## src/rtl/ram_fifo_ctrl_if.sv

```systemverilog
// Push/pop stream handshakes plus the external simple dual-port RAM bus.
// slave is the controller side, master is the user/RAM side.
interface ram_fifo_ctrl_if #(
    parameter int Width = 18,
    parameter int Depth = 64
);
    localparam int AddrBits = $clog2(Depth);
    localparam int CntBits  = $clog2(Depth + 3);

    logic                in_valid;
    logic                in_ready;
    logic [Width-1:0]    in_data;
    logic                out_valid;
    logic                out_ready;
    logic [Width-1:0]    out_data;
    logic [CntBits-1:0]  count;
    logic                ram_wr_en;
    logic [AddrBits-1:0] ram_wr_addr;
    logic [Width-1:0]    ram_wr_data;
    logic [AddrBits-1:0] ram_rd_addr;
    logic [Width-1:0]    ram_rd_data;

    modport slave (
        input  in_valid, in_data, out_ready, ram_rd_data,
        output in_ready, out_valid, out_data, count,
               ram_wr_en, ram_wr_addr, ram_wr_data, ram_rd_addr
    );

    modport master (
        output in_valid, in_data, out_ready, ram_rd_data,
        input  in_ready, out_valid, out_data, count,
               ram_wr_en, ram_wr_addr, ram_wr_data, ram_rd_addr
    );
endinterface

```

## src/rtl/ram_fifo_ctrl.sv

```systemverilog
// FIFO controller over an external 1-cycle-latency simple dual-port RAM,
// with a 2-entry show-ahead output buffer hiding the read latency.
module ram_fifo_ctrl #(
    parameter int Width = 18,
    parameter int Depth = 64
) (
    input  logic           clk,
    input  logic           rst_n,
    ram_fifo_ctrl_if.slave bus
);
    localparam int AddrBits = $clog2(Depth);
    localparam int CntBits  = $clog2(Depth + 3);
    localparam logic [AddrBits-1:0] LastAddr = AddrBits'(Depth - 1);
    localparam logic [CntBits-1:0]  DepthCnt = CntBits'(Depth);

    typedef enum logic [1:0] {
        BUF_EMPTY = 2'd0,
        BUF_ONE   = 2'd1,
        BUF_TWO   = 2'd2
    } buf_state_e;

    logic [AddrBits-1:0] wr_ptr_q, wr_ptr_d;
    logic [AddrBits-1:0] rd_ptr_q, rd_ptr_d;
    logic [CntBits-1:0]  ram_cnt_q, ram_cnt_d;
    logic                rd_pending_q, rd_pending_d;
    buf_state_e          buf_state_q, buf_state_d;
    logic [Width-1:0]    buf0_q, buf0_d;
    logic [Width-1:0]    buf1_q, buf1_d;

    logic       push;
    logic       pop;
    logic       rd_issue;
    logic [1:0] held;
    logic [2:0] demand;

    assign bus.in_ready    = (ram_cnt_q != DepthCnt);
    assign bus.out_valid   = (buf_state_q != BUF_EMPTY);
    assign bus.out_data    = buf0_q;
    assign bus.ram_wr_en   = push;
    assign bus.ram_wr_addr = wr_ptr_q;
    assign bus.ram_wr_data = bus.in_data;
    assign bus.ram_rd_addr = rd_ptr_q;
    assign bus.count       = ram_cnt_q + CntBits'(rd_pending_q) + CntBits'(held);

    always_comb begin
        held     = buf_state_q;
        push     = bus.in_valid && bus.in_ready;
        pop      = bus.out_valid && bus.out_ready;
        // Words the buffer must still absorb after this edge; keep it <= 2.
        demand   = {1'b0, held} + {2'b0, rd_pending_q} - {2'b0, pop};
        rd_issue = (ram_cnt_q != '0) && (demand <= 3'd1);

        wr_ptr_d = wr_ptr_q;
        if (push) begin
            wr_ptr_d = (wr_ptr_q == LastAddr) ? '0 : wr_ptr_q + 1'b1;
        end
        rd_ptr_d = rd_ptr_q;
        if (rd_issue) begin
            rd_ptr_d = (rd_ptr_q == LastAddr) ? '0 : rd_ptr_q + 1'b1;
        end
        ram_cnt_d    = ram_cnt_q + CntBits'(push) - CntBits'(rd_issue);
        rd_pending_d = rd_issue;

        buf_state_d = buf_state_q;
        buf0_d      = buf0_q;
        buf1_d      = buf1_q;
        case (buf_state_q)
            BUF_EMPTY: begin
                if (rd_pending_q) begin
                    buf0_d      = bus.ram_rd_data;
                    buf_state_d = BUF_ONE;
                end
            end
            BUF_ONE: begin
                if (pop && rd_pending_q) begin
                    buf0_d = bus.ram_rd_data;
                end else if (pop) begin
                    buf_state_d = BUF_EMPTY;
                end else if (rd_pending_q) begin
                    buf1_d      = bus.ram_rd_data;
                    buf_state_d = BUF_TWO;
                end
            end
            BUF_TWO: begin
                // A read is never in flight into a full buffer without a pop.
                if (pop) begin
                    buf0_d = buf1_q;
                    if (rd_pending_q) begin
                        buf1_d = bus.ram_rd_data;
                    end else begin
                        buf_state_d = BUF_ONE;
                    end
                end
            end
            default: buf_state_d = BUF_EMPTY;
        endcase
    end

    always_ff @(posedge clk or negedge rst_n) begin
        if (!rst_n) begin
            wr_ptr_q     <= '0;
            rd_ptr_q     <= '0;
            ram_cnt_q    <= '0;
            rd_pending_q <= 1'b0;
            buf_state_q  <= BUF_EMPTY;
            buf0_q       <= '0;
            buf1_q       <= '0;
        end else begin
            wr_ptr_q     <= wr_ptr_d;
            rd_ptr_q     <= rd_ptr_d;
            ram_cnt_q    <= ram_cnt_d;
            rd_pending_q <= rd_pending_d;
            buf_state_q  <= buf_state_d;
            buf0_q       <= buf0_d;
            buf1_q       <= buf1_d;
        end
    end

    no_rd_wr_collision: assert property (@(posedge clk) disable iff (!rst_n)
        !(bus.ram_wr_en && rd_issue && (bus.ram_wr_addr == bus.ram_rd_addr)));
endmodule
```

## src/flat_wrapper.sv

```systemverilog
// flat-port wrapper written by rule: the top's interface ports become plain ports
module ram_fifo_ctrl_flat 
#(
    parameter int Width = 18,
    parameter int Depth = 64
)
  (clk, rst_n, bus_in_valid, bus_in_data, bus_out_ready, bus_ram_rd_data, bus_in_ready, bus_out_valid, bus_out_data, bus_count, bus_ram_wr_en, bus_ram_wr_addr, bus_ram_wr_data, bus_ram_rd_addr);
  ram_fifo_ctrl_if #(.Width(Width), .Depth(Depth)) bus_i ();
  input  logic clk;
  input  logic rst_n;
  input wire logic [$bits(bus_i.in_valid)-1:0] bus_in_valid;
  input wire logic [$bits(bus_i.in_data)-1:0] bus_in_data;
  input wire logic [$bits(bus_i.out_ready)-1:0] bus_out_ready;
  input wire logic [$bits(bus_i.ram_rd_data)-1:0] bus_ram_rd_data;
  output wire logic [$bits(bus_i.in_ready)-1:0] bus_in_ready;
  output wire logic [$bits(bus_i.out_valid)-1:0] bus_out_valid;
  output wire logic [$bits(bus_i.out_data)-1:0] bus_out_data;
  output wire logic [$bits(bus_i.count)-1:0] bus_count;
  output wire logic [$bits(bus_i.ram_wr_en)-1:0] bus_ram_wr_en;
  output wire logic [$bits(bus_i.ram_wr_addr)-1:0] bus_ram_wr_addr;
  output wire logic [$bits(bus_i.ram_wr_data)-1:0] bus_ram_wr_data;
  output wire logic [$bits(bus_i.ram_rd_addr)-1:0] bus_ram_rd_addr;
  assign bus_i.in_valid = bus_in_valid;
  assign bus_i.in_data = bus_in_data;
  assign bus_i.out_ready = bus_out_ready;
  assign bus_i.ram_rd_data = bus_ram_rd_data;
  assign bus_in_ready = bus_i.in_ready;
  assign bus_out_valid = bus_i.out_valid;
  assign bus_out_data = bus_i.out_data;
  assign bus_count = bus_i.count;
  assign bus_ram_wr_en = bus_i.ram_wr_en;
  assign bus_ram_wr_addr = bus_i.ram_wr_addr;
  assign bus_ram_wr_data = bus_i.ram_wr_data;
  assign bus_ram_rd_addr = bus_i.ram_rd_addr;
  ram_fifo_ctrl #(.Width(Width), .Depth(Depth)) u_core (.clk(clk), .rst_n(rst_n), .bus(bus_i));
endmodule
```

## config.mk

```make
export PLATFORM = sky130hd
export DESIGN_NAME = ram_fifo_ctrl_flat
export DESIGN_NICKNAME = d
export VERILOG_FILES = /design/src/rtl/ram_fifo_ctrl_if.sv /design/src/rtl/ram_fifo_ctrl.sv /design/src/flat_wrapper.sv
export SDC_FILE = /design/constraint.sdc
export NUM_CORES = 1
export LEC_CHECK = 0
export CAP_MARGIN = 40
export CORE_MARGIN = 3
export CORE_UTILIZATION = 43
export CTS_CLUSTER_SIZE = 24
export DETAILED_ROUTE_END_ITERATION = 8
export PLACE_DENSITY = 0.88
export SYNTH_ARGS = -nofsm -noshare
export SYNTH_HDL_FRONTEND = slang
export SYNTH_SLANG_ARGS = --single-unit
```

## constraint.sdc

```tcl
create_clock -name clk -period 3.6 [get_ports clk]
set_input_delay 0.72 -clock clk [delete_from_list [all_inputs] [get_ports clk]]
set_output_delay 0.72 -clock clk [all_outputs]
set_load 0.03 [all_outputs]
```

; ---- Word-level counts from Yosys, hierarchy flattened
; Cells that the tools add are included.
[totals]
reg_bits = 58
latch_bits = 0
ramBits = 0
rom_bits = 0
input_bits = 40
output_inout_bits = 58
wordCells = 58
memories = 0
[classes]
n_addsub = 8
mul = 0
div_mod_pow = 0
n_lt_le_gt_ge = 1
eq_ne = 12
shifts = 0
mux = 18
bitwise = 0
reduce_logical = 12
[ops]
columns = op, count
row1 = two-way mux 18 bit, 7
row2 = one-hot mux 18 bit (3 select lines), 1
row3 = one-hot mux 18 bit (2 select lines), 1
row4 = adder 7 x 1 -> 7 bit, 2
row5 = "adder 6 x 1 -> 6 bit, second input constant", 2
row6 = "== test 6 bit, second input constant", 2
row7 = two-way mux 2 bit, 6
row8 = two-way mux 6 bit, 2
row9 = AND reduction 4 bit, 2
row10 = adder 7 x 2 -> 7 bit, 1
row11 = "!= test 7 bit, second input constant", 1
row12 = nonzero test 7 bit, 1
row13 = subtractor 7 x 1 -> 7 bit, 1
row14 = "!= test 2 x 1 -> 1 bit, second input constant", 3
row15 = "!= test 2 bit, second input constant", 3
row16 = one-hot mux 2 bit (3 select lines), 1
row17 = AND reduction 5 bit, 1
row18 = logical AND 1 bit, 4
row19 = nonzero test 2 bit, 2
row20 = adder 2 x 1 -> 3 bit, 1
row21 = "less-or-equal comparator 3 x 1 -> 1 bit, second input constant", 1
row22 = "!= test 3 x 1 -> 1 bit, second input constant", 1
row23 = nonzero test 3 bit, 1
row24 = subtractor 3 x 1 -> 3 bit, 1
row25 = 3 further kinds, 3

; ---- Logic depth before layout (Yosys ltp)
[logic_depth]
word_depth = 6
mapped_depth = 19
mapped_depth_nobuf = 19

; ---- Least setup slack after synthesis
; Ideal clock, no wire load.
[synth_path]
path_type = register -> register
startpoint = register u_core.buf_state_q[1]
endpoint = register u_core.ram_cnt_q[6]
setup_time_ns = 0.099
arrival_ns = 3.728
t_required_ns = 3.501
slack_ns = -0.227
path_stages_with_launch = 20
path_buffers = 0
period_less_slack_ns = 3.827
cell_sequence = dfrtp_1 -> inv_1 -> nand2_1 -> nand2_1 -> xnor2_1 -> ha_1 -> inv_1 -> fa_1 -> xnor2_1 -> o311ai_4 -> inv_4 -> ha_1 -> inv_1 -> ha_1 -> inv_1 -> fa_1 -> nor2b_1 -> o221ai_1 -> nor4b_1 -> a311oi_1
[synth_between]
elab_chain_cells = 6
elab_cells_between_ends = 7
cone_classes = add/sub: 3 / order compare: 1 / reduce/logical: 3
[synth_lines]
columns = element, line
row1 = start: declaration, ram_fifo_ctrl.sv:26  ; buf_state_e buf_state_q, buf_state_d;
row2 = start signal: assignment, ram_fifo_ctrl.sv:113  ; buf_state_q <= buf_state_d;
row3 = nonzero test 2 bit, ram_fifo_ctrl.sv:37  ; assign bus.out_valid = (buf_state_q != BUF_EMPTY);
row4 = via bus_out_valid, flat_wrapper.sv:16  ; output wire logic [$bits(bus_i.out_valid)-1:0] bus_out_valid;
row5 = logical AND 1 bit, ram_fifo_ctrl.sv:48  ; pop = bus.out_valid && bus.out_ready;
row6 = subtractor 3 x 1 -> 3 bit, ram_fifo_ctrl.sv:50  ; demand = {1'b0, held} + {2'b0, rd_pending_q} - {2'b0, pop};
row7 = less-or-equal comparator 3 x 1 -> 1 bit, ram_fifo_ctrl.sv:51  ; rd_issue = (ram_cnt_q != '0) && (demand <= 3'd1);
row8 = logical AND 1 bit, ram_fifo_ctrl.sv:51
row9 = via u_core.rd_issue, ram_fifo_ctrl.sv:32  ; logic rd_issue;
row10 = subtractor 7 x 1 -> 7 bit, ram_fifo_ctrl.sv:61  ; ram_cnt_d = ram_cnt_q + CntBits'(push) - CntBits'(rd_issue);
row11 = via u_core.ram_cnt_d[6], ram_fifo_ctrl.sv:24  ; logic [CntBits-1:0] ram_cnt_q, ram_cnt_d;
row12 = end signal: assignment, ram_fifo_ctrl.sv:111  ; ram_cnt_q <= ram_cnt_d;
row13 = end: declaration, ram_fifo_ctrl.sv:24
; The timed path passes the listed nets, and every way through them passes these cells.
; A chain may end at the register's enable or synchronous reset.

; ---- Worst setup path after layout
[layout_path]
startpoint = input bus_out_ready
endpoint = register u_core.ram_cnt_q[6]
[layout_between]
elab_chain_cells = 5
[layout_lines]
columns = element, line
row1 = start: declaration, flat_wrapper.sv:13  ; input wire logic [$bits(bus_i.out_ready)-1:0] bus_out_ready;
row2 = logical AND 1 bit, ram_fifo_ctrl.sv:48
row3 = subtractor 3 x 1 -> 3 bit, ram_fifo_ctrl.sv:50
row4 = less-or-equal comparator 3 x 1 -> 1 bit, ram_fifo_ctrl.sv:51
row5 = logical AND 1 bit, ram_fifo_ctrl.sv:51
row6 = via u_core.rd_issue, ram_fifo_ctrl.sv:32
row7 = subtractor 7 x 1 -> 7 bit, ram_fifo_ctrl.sv:61
row8 = via u_core.ram_cnt_d[6], ram_fifo_ctrl.sv:24
; The timed path passes the listed nets, and every way through them passes these cells.

==> flow_summary.json <==
{
  "fp.coreArea_mm2": 0.00698,
  "wl_um": 6460,
  "cts_tree": "yes",
  "stdcell_area_mm2": 0.00414,
  "outcome": "finished clean",
  "start_util_pct": 45.6,
  "syn_avg_cell_area_um2": 11.1,
  "clock-skew-final_ns": 0.00664,
  "cp.arrival_ns": 3.70,
  "ctsHoldBuffers": 0,
  "slew_headroom_pct": 62.7,
  "synth_most_common_cell": "dfrtp_1",
  "synth_seq_cells": 58,
  "drtAntennaViolNets": 0,
  "ys_top_cells_by_count": "dfrtp_1 (58), a21oi_1 (22), buf_4 (21), nor2_1 (21), inv_1 (20)",
  "synth_compound_area_share_pct": 11.5,
  "synth_edf_count": 0,
  "clock.fmax_mhz": 287,
  "worstPathRequired_ns": 3.81,
  "antenna_found_initial": 0,
  "hold_violations": 0,
  "dp_slack_ns": -0.619,
  "synth_top_area_cell": "dfrtp_1",
  "cts_max_path_buffers": 2,
  "cp-start-kind": "primary input",
  "fillers": 599,
  "cp_max_fo": 2,
  "synth_top_family_by_area": "multiplexers",
  "maxCapViolCount": 0,
  "synth_nets": 348,
  "placed_cell_area_mm2": 0.00384,
  "firstDrtPassIters": 4,
  "grt_start_max_net_pins": 37,
  "wire_per_inst_um": 14.3,
  "synthSimpleGateAreaFrac_pct": 9.08,
  "synthXorXnorAreaFrac_pct": 4.13,
  "synth_flop_cell": "dfrtp_1",
  "yosysTopAreaCellShare_pct": 45.6,
  "yosys-top-cells-area": "dfrtp_1 (46%), ha_1 (6.3%), mux2_2 (6.0%), mux2i_1 (5.7%), buf_4 (5.0%)",
  "worstSetupPathType": "primary input to flop",
  "syn-cell-area_mm2": 0.00318,
  "dp_cells": 431,
  "drive_above_1_share_pct": 22.0,
  "synthMuxAreaShare_pct": 12.1,
  "layout.cells.non_filler": 451,
  "drc": 0,
  "tns_ns": 0,
  "drtIter0Drc": 57,
  "vias": 2272,
  "io_buffer_count": 61,
  "synth_warnings": 0,
  "clockRootBuffer": "clkbuf_8",
  "synth.distinct_cells": 46,
  "syn_inst": 288,
  "dieArea_mm2": 0.00847,
  "place.gp.congestion": 0.747,
  "cts_sinks": 58,
  "slew_violations": 0,
  "numCtsBuffers": 9,
  "synthAdderAreaFrac_pct": 8.80,
  "tightest_slew_ns": 0.560,
  "fin_ws_ns": 0.116,
  "cp-end-kind": "flop",
  "rows": 30,
  "ioPinCount": 98,
  "final_nets": 410,
  "fin_crit_sh_pct": 96.8,
  "hold_path_class": "primary input to asynchronous set/reset pin",
  "area_growth_pct": 29.9,
  "async_flop_share_pct": 100,
  "grt_pass1_vias": 2304,
  "n_antenna_cell": 0,
  "gr-total-overflow": 0,
  "grt_pass1_wl_um": 10900,
  "fp.dieW_um": 92.1,
  "insertion_delay_ns": 0.33,
  "die_h_um": 92.1,
  "setup_violations": 0,
  "fin_crit_ns": 3.48,
  "dp_hpwl_um": 4640,
  "seq_area_frac_synth_pct": 45.6,
  "grt_use_total_pct": 16.2,
  "h-tree-depth": 3,
  "routed_via_density": 5.04,
  "clkTransAtPathRegs_ns": 0.06
}
==> worst paths after layout <==
| path | startpoint | endpoint | slack (ns) | cells past startpoint |
|---|---|---|---|---|
| max | bus_out_ready | u_core.ram_cnt_q[6]$_DFF_PN0_ | 0.12 | 18 |
| min | rst_n | u_core.bus.ram_rd_addr[1]$_DFFE_PN0P_ | 0.38 | 1 |
| max reg2reg | u_core.buf_state_q[0]$_DFFE_PN0P_ | u_core.ram_cnt_q[6]$_DFF_PN0_ | 0.19 | 19 |
| min reg2reg | u_core.bus.ram_wr_addr[4]$_DFFE_PN0P_ | u_core.bus.ram_wr_addr[4]$_DFFE_PN0P_ | 0.50 | 1 |
| max in group asynchronous | rst_n | u_core.bus.out_data[16]$_DFFE_PN0P_ | 2.46 | 3 |
| min in group clk | u_core.bus.ram_wr_addr[4]$_DFFE_PN0P_ | u_core.bus.ram_wr_addr[4]$_DFFE_PN0P_ | 0.50 | 1 |
==> what timing repair did <==
item | 4_1_cts | 5_1_grt
resized for setup | 11 | 8
setup endpoints to repair | 2 | 2
pin swaps | 9 | 8
buffers inserted | 3 | 1
==> cell usage in the layout (no fill, tap or decap), types with 2 or more instances in the layout <==
master and instances:
clkdlybuf4s50_1 59, dfrtp_1 57, a21oi_1 22, nor2_1 20
mux2i_1 18, mux2_2 17, inv_1 16, buf_4 15
nand2_1 14, ha_1 14, xnor2_1 11, clkbuf_8 11
o21ai_0 7, inv_2 4, nand3_1 3, nor2b_1 3
nand2b_1 3, a311oi_1 3, a21o_1 3, and3_1 3
clkinv_2 3, nand2_2 2, xnor2_2 2, or2_2 2
xor2_1 2, a21boi_0 2, o31ai_1 2, a41oi_1 2
nand4_1 2, fa_2 2, fa_1 2
==> worst max-delay path, stage by stage <==
cell           delay [ns]
dlygate4sd2_1        0.25
nand2_2              0.09
buf_4                0.11
buf_4                0.09
buf_4                0.10
nor2_4               0.03
fa_2                 0.59
o311ai_4             0.12
inv_4                0.07
ha_1                 0.22
inv_2                0.07
ha_4                 0.14
inv_2                0.04
fa_2                 0.36
nor2b_4              0.14
o221ai_2             0.12
nor4b_4              0.15
a311oi_1             0.29
==> area by class of cell <==
type                    count  area (um2)  area share, %
well taps                  96         120           2.90
clock buffers              11         151           3.66
clock inverters             5        52.6           1.27
multi-input cells         183        1540           37.1
repair buffers             77         744           18.0
inverters                  21        81.3           1.97
flip-flops and latches     58        1450           35.1
==> metal layers <==
metal	vias to the layer above	wire length, um	part of all wire (%)	track usage (%)
met5	-	0	0	0
met4	0	149	2.3	7.55
met3	17	320	5.0	4.76
met2	56	3140	49	26.5
met1	1096	2850	44	19.7
li1	1103	-	-	-
==> sequential cells by signal, indices dropped and copies added (netlist names) <==
name,flops
u_core.bus.ram_rd_addr,6
u_core.buf1_q,18
u_core.buf_state_q,2
u_core.bus.ram_wr_addr,6
u_core.ram_cnt_q,7
u_core.bus.out_data,18
u_core.rd_pending_q,1
==> through the flow <==
stage | hold WS, ns | util, %
after floorplan | 0.424 | -
after global placement | 0.473 | 54.6
after detailed placement | 0.495 | 55.0
after CTS | 0.375 | 58.7
after global routing | 0.393 | 59.3
final | 0.377 | 59.3
==> cells by family (layout without fill, tap and decap cells) <==
kind of cell,Yosys count,after routing
muxes,36,36
AOI/OAI and AO/OA,53,53
and+or+nand+nor,59,59
buffers and inverters,47,114
DFF,58,58
xor gates and xnor gates,15,15
adders and majority gates,20,20
Power is left out: the tool's default activity adds up to more than one toggle a clock period on the data nets, which glitch-free logic cannot reach.
